$ cat src/rtl/base2_log.sv
// Two-stage pipelined floor-log2 for 32-bit unsigned operands.
// Stage 1 finds per-byte MSB positions; stage 2 picks the highest nonzero byte.
module base2_log #(
    parameter int WIDTH = 32,
    parameter int LOG_W = 5
) (
    input  logic             clk,
    input  logic             rst,
    input  logic             valid_i,
    input  logic [WIDTH-1:0] number_i,
    output logic             valid_o,
    output logic [LOG_W-1:0] log_o,
    output logic             zero_o
);

    localparam int NBYTES = WIDTH / 8;

    // Stage 1 state: one nonzero flag and one in-byte MSB index per byte
    logic [NBYTES-1:0]       nz_d, nz_q;
    logic [NBYTES-1:0][2:0]  pos_d, pos_q;
    logic                    valid1_d, valid1_q;

    // Stage 2 state: the registered outputs
    logic                    valid2_d, valid2_q;
    logic [LOG_W-1:0]        log_d, log_q;
    logic                    zero_d, zero_q;

    function automatic logic [2:0] msb_pos8(input logic [7:0] b);
        logic [2:0] r;
        r = '0;
        for (int k = 0; k < 8; k++) begin
            if (b[k]) begin
                r = 3'(k);
            end
        end
        return r;
    endfunction

    always_comb begin
        nz_d     = '0;
        pos_d    = '0;
        valid1_d = valid_i;
        for (int b = 0; b < NBYTES; b++) begin
            nz_d[b]  = |number_i[8*b +: 8];
            pos_d[b] = msb_pos8(number_i[8*b +: 8]);
        end
    end

    // Ascending scan so the highest nonzero byte wins; no byte set means a zero operand
    always_comb begin
        log_d    = '0;
        zero_d   = 1'b1;
        valid2_d = valid1_q;
        for (int b = 0; b < NBYTES; b++) begin
            if (nz_q[b]) begin
                log_d  = LOG_W'({2'(b), pos_q[b]});
                zero_d = 1'b0;
            end
        end
    end

    always_ff @(posedge clk or posedge rst) begin
        if (rst) begin
            nz_q     <= '0;
            pos_q    <= '0;
            valid1_q <= 1'b0;
            valid2_q <= 1'b0;
            log_q    <= '0;
            zero_q   <= 1'b0;
        end else begin
            nz_q     <= nz_d;
            pos_q    <= pos_d;
            valid1_q <= valid1_d;
            valid2_q <= valid2_d;
            log_q    <= log_d;
            zero_q   <= zero_d;
        end
    end

    assign valid_o = valid2_q;
    assign log_o   = log_q;
    assign zero_o  = zero_q;

endmodule

$ cat config.mk
export PLATFORM = sky130hd
export DESIGN_NAME = base2_log
export DESIGN_NICKNAME = d
export VERILOG_FILES = /design/src/rtl/base2_log.sv
export SDC_FILE = /design/constraint.sdc
export NUM_CORES = 1
export LEC_CHECK = 0
export CORE_MARGIN = 2
export CORE_UTILIZATION = 53
export DETAILED_ROUTE_END_ITERATION = 8
export DONT_BUFFER_PORTS = 1
export PLACE_DENSITY = 0.67
export SYNTH_ARGS = -nofsm -noshare
export SYNTH_HDL_FRONTEND = slang
export SYNTH_SLANG_ARGS = --single-unit
$ cat constraint.sdc
create_clock -name clk -period 1.25 [get_ports clk]
set_clock_uncertainty 0.2 [all_clocks]
set_input_delay 0.25 -clock clk [delete_from_list [all_inputs] [get_ports clk]]
set_output_delay 0.25 -clock clk [all_outputs]
set_load 0.01 [all_outputs]
==> summary.md <==
| Metric | Value |
|---|---|
| Area of the die | `2162 um2` |
| Relative slew margins | `0.8097` |
| Worst path bufs/invs | `1` |
| HP Class | `input pin to asynchronous set/reset pin` |
| Pleak | `0.5936 nW` |
| Clock Power Share | `0.280` |
| Max-Cap Viols | `0` |
| Largest net degree at the start of global routing | `15` |
| Crit path kind | `flip-flop to flip-flop` |
| Worst Path Arrival | `1.25 ns` |
| Worst setup EP type | `flip-flop` |
| Vias in the first global route | `862` |
| Synth warn | `0` |
| Final Hold Fails | `0` |
| Starting Density | `0.5604` |
| CTS Buffer Depth | `2` |
| Mapped Cells | `91` |
| F_max | `797.7 MHz` |
| Register area share after synthesis | `0.6275` |
| Least-Margin Pin Slew | `0.2830 ns` |
| Initial detailed-routing violation count | `22` |
| Layout cell share with drive strength beyond 1 | `0.1194` |
| Slack of the critical path | `-0.003651 ns` |
| Htree depth | `1` |
| Critical Path, Cell by Cell | `buf_4 > a22oi_1 > o211ai_1` |
| Final period utilization | `1.003` |
| # IOs | `42` |
| CTS tree | `built` |
| Sw power | `0.3147 mW` |
| Placed cell count | `117` |
| CTS buffer count | `3` |
| Clk slew on worst S/H paths | `0.12 ns` |
| Root Buffer | `clkbuf_4` |
| Slowest cell on crit path | `dfrtp_2` |
| Final Max Tran Viols | `0` |
| Layout Nets | `170` |
| Status | `complete, but fails checks` |
| Worst Hold Slack | `0.1616 ns` |
| Detailed Route WL | `2321 um` |
| Mapped Area | `957.2 um2` |
| Power Density | `987.8 nW/um2` |
| Drt pass-1 iters | `4` |
| Power Internal | `1.086 mW` |
| GPL Wtd Cong | `0.7643` |
| Row count | `15` |
| Congestion Overflow GR | `0` |
| Overall Global Routing Usage | `0.2570` |
| Unrepaired setup endpoints after global routing | `true` |
| Critical path required time | `1.24 ns` |
| Yosys cell types | `15` |
| DRC errors left | `0` |
| Flop pwr share | `0.585` |
| Core area | `1708 um2` |
| Crit-path max FO | `5` |
| Vias per cell | `5.245` |
| Die X-Extent | `46.50 um` |
| Post-layout util | `0.8300` |
| Port Buffer Count | `0` |
| Failing checks | `negative setup slack` |
| Logic pwr share | `0.135` |
| ANT nets after route | `0` |
| Area growth syn-to-layout | `48.10%` |
| Filler instances | `88` |
| Worst vdd ir | `0.5877 mV` |
| Die Ht | `46.50 um` |
| Setup TNS | `-0.003651 ns` |
| Endpoints failing setup | `1` |
| Clock sinks | `24` |
| Post-layout min period | `1.254 ns` |
| Syn_nets | `126` |
| First-pass GRT wire length | `3801 um` |
| Vias | `834` |
| CP delay by family, top | `flip-flops` |
| Net Sw Frac | `0.2247` |
| Seq cells post-synth | `24` |
| Initial antenna violation count | `0` |
| Worst-Skew Late Latency | `0.30 ns` |
| Diode count | `0` |
| Layout Cells excl Fill | `159` |
| Worst path max stage delay | `0.48 ns` |
| CP Launch Type | `flip-flop` |
| Mean Syn Cell Area | `10.52 um2` |
| Post-DP HPWL | `1267 um` |
| Routed wire length per instance | `14.60 um` |
==> cells in the final DEF (no fill, tap or decap) <==
master	synthesis	final
inv_1	9	9
buf_4	0	6
dlygate4sd3_1	0	34
a22oi_1	3	2
nor2b_4	0	1
o211ai_1	3	3
nor3_1	1	1
nor4b_4	1	1
dfrtp_2	0	2
clkbuf_8	0	1
dfrtp_1	24	22
o31ai_1	8	8
nand2_1	10	10
clkbuf_4	0	3
a22oi_2	0	1
nand4_1	4	4
or2_1	1	1
nor2_1	16	16
or2_2	1	1
a21oi_1	8	8
==> cells by family after synthesis <==
kind of cell | after synthesis | synth area share
flops | 24 | 0.6275
simple gates | 35 | 0.1804
buf+inv | 10 | 0.04052
compound gates | 22 | 0.1516
==> layer usage <==
layer	vias up	global-route usage	part of all wire
met3	4	0.04314	0.079
met2	42	0.3750	0.47
met1	391	0.3627	0.44
met4	0	0.1371	0.015
met5	-	0	0
li1	397	-	-
==> power by group through the flow <==
stage          registers, mW  logic (mW)  clock network, mW
3_5_place_dp           0.834      0.0771                  0
6_report               0.819       0.190              0.392
5_1_grt                0.822       0.208              0.432
4_1_cts                0.819       0.177              0.397
3_3_place_gp           0.834      0.0740                  0
2_1_floorplan          0.829      0.0608                  0
==> per-stage QoR <==
step / power [mW] / area, um2 / setup WS (ns)
6_report: 1.400 / 1418 / -0.003651
5_1_grt: 1.462 / 1418 / -0.07882
4_1_cts: 1.393 / 1408 / 0.001673
3_5_place_dp: 0.9115 / 998.5 / -0.01455
3_3_place_gp: 0.9084 / 998.5 / 0.05417
2_1_floorplan: 0.8900 / 957.2 / 0.08168
==> final cells by class <==
class	instances	area, um2	share of cell area
clock buffer	4	36.28	0.02560
inverter	9	33.78	0.02383
multi-input combinational	57	327.8	0.2312
tap	25	31.28	0.02207
timing repair buffer	40	385.4	0.2718
sequential	24	603.1	0.4254
==> tightest hold or removal path: cells and delay by family <==
family | cells | cell delay, ns
buffers and inverters | 3 | 0.77
==> worst paths after layout <==
| kind | start | to | slack (ns) | depth (start not counted) |
|---|---|---|---|---|
| setup / recovery | nz_q[2] | log_o[2] | -0.004 | 3 |
| hold / removal | rst | log_o[2] | 0.16 | 3 |
| setup reg to reg | nz_q[2] | log_o[2] | -0.004 | 3 |
| hold reg to reg | valid1_q | valid_o | 0.16 | 0 |
| max in group asynchronous | rst | nz_q[3] | 0.49 | 3 |
| min in group clk | valid1_q | valid_o | 0.16 | 0 |
==> registers in the layout, indices dropped and copies added (netlist names) <==
| name | flops |
|---|---|
| valid1_q | 1 |
| zero_o | 1 |
| nz_q | 4 |
| pos_q | 12 |
| valid_o | 1 |
| log_o | 5 |
==> synth_stat cells <==
cell	n	area share
a21oi_1	8	0.042
a22oi_1	3	0.024
buf_2	1	0.0052
dfrtp_1	24	0.63
inv_1	9	0.035
nand2_1	10	0.039
nand4_1	4	0.026
nor2_1	16	0.063
nor2b_2	1	0.0092
nor3_1	1	0.0052
nor4b_4	1	0.025
o211ai_1	3	0.024
o31ai_1	8	0.063
or2_1	1	0.0065
or2_2	1	0.0065
==> repair_timing <==
| item | in CTS | in global routing |
|---|---|---|
| setup endpoints to repair | 3 | 3 |
| endpoints found under the hold margin | 41 | 0 |
| setup buffers | 4 | 0 |
| pin swaps | 3 | 6 |
| hold buffers | 34 | 0 |
| resized for setup | 2 | 2 |
Power figures use the tool's default switching activity.
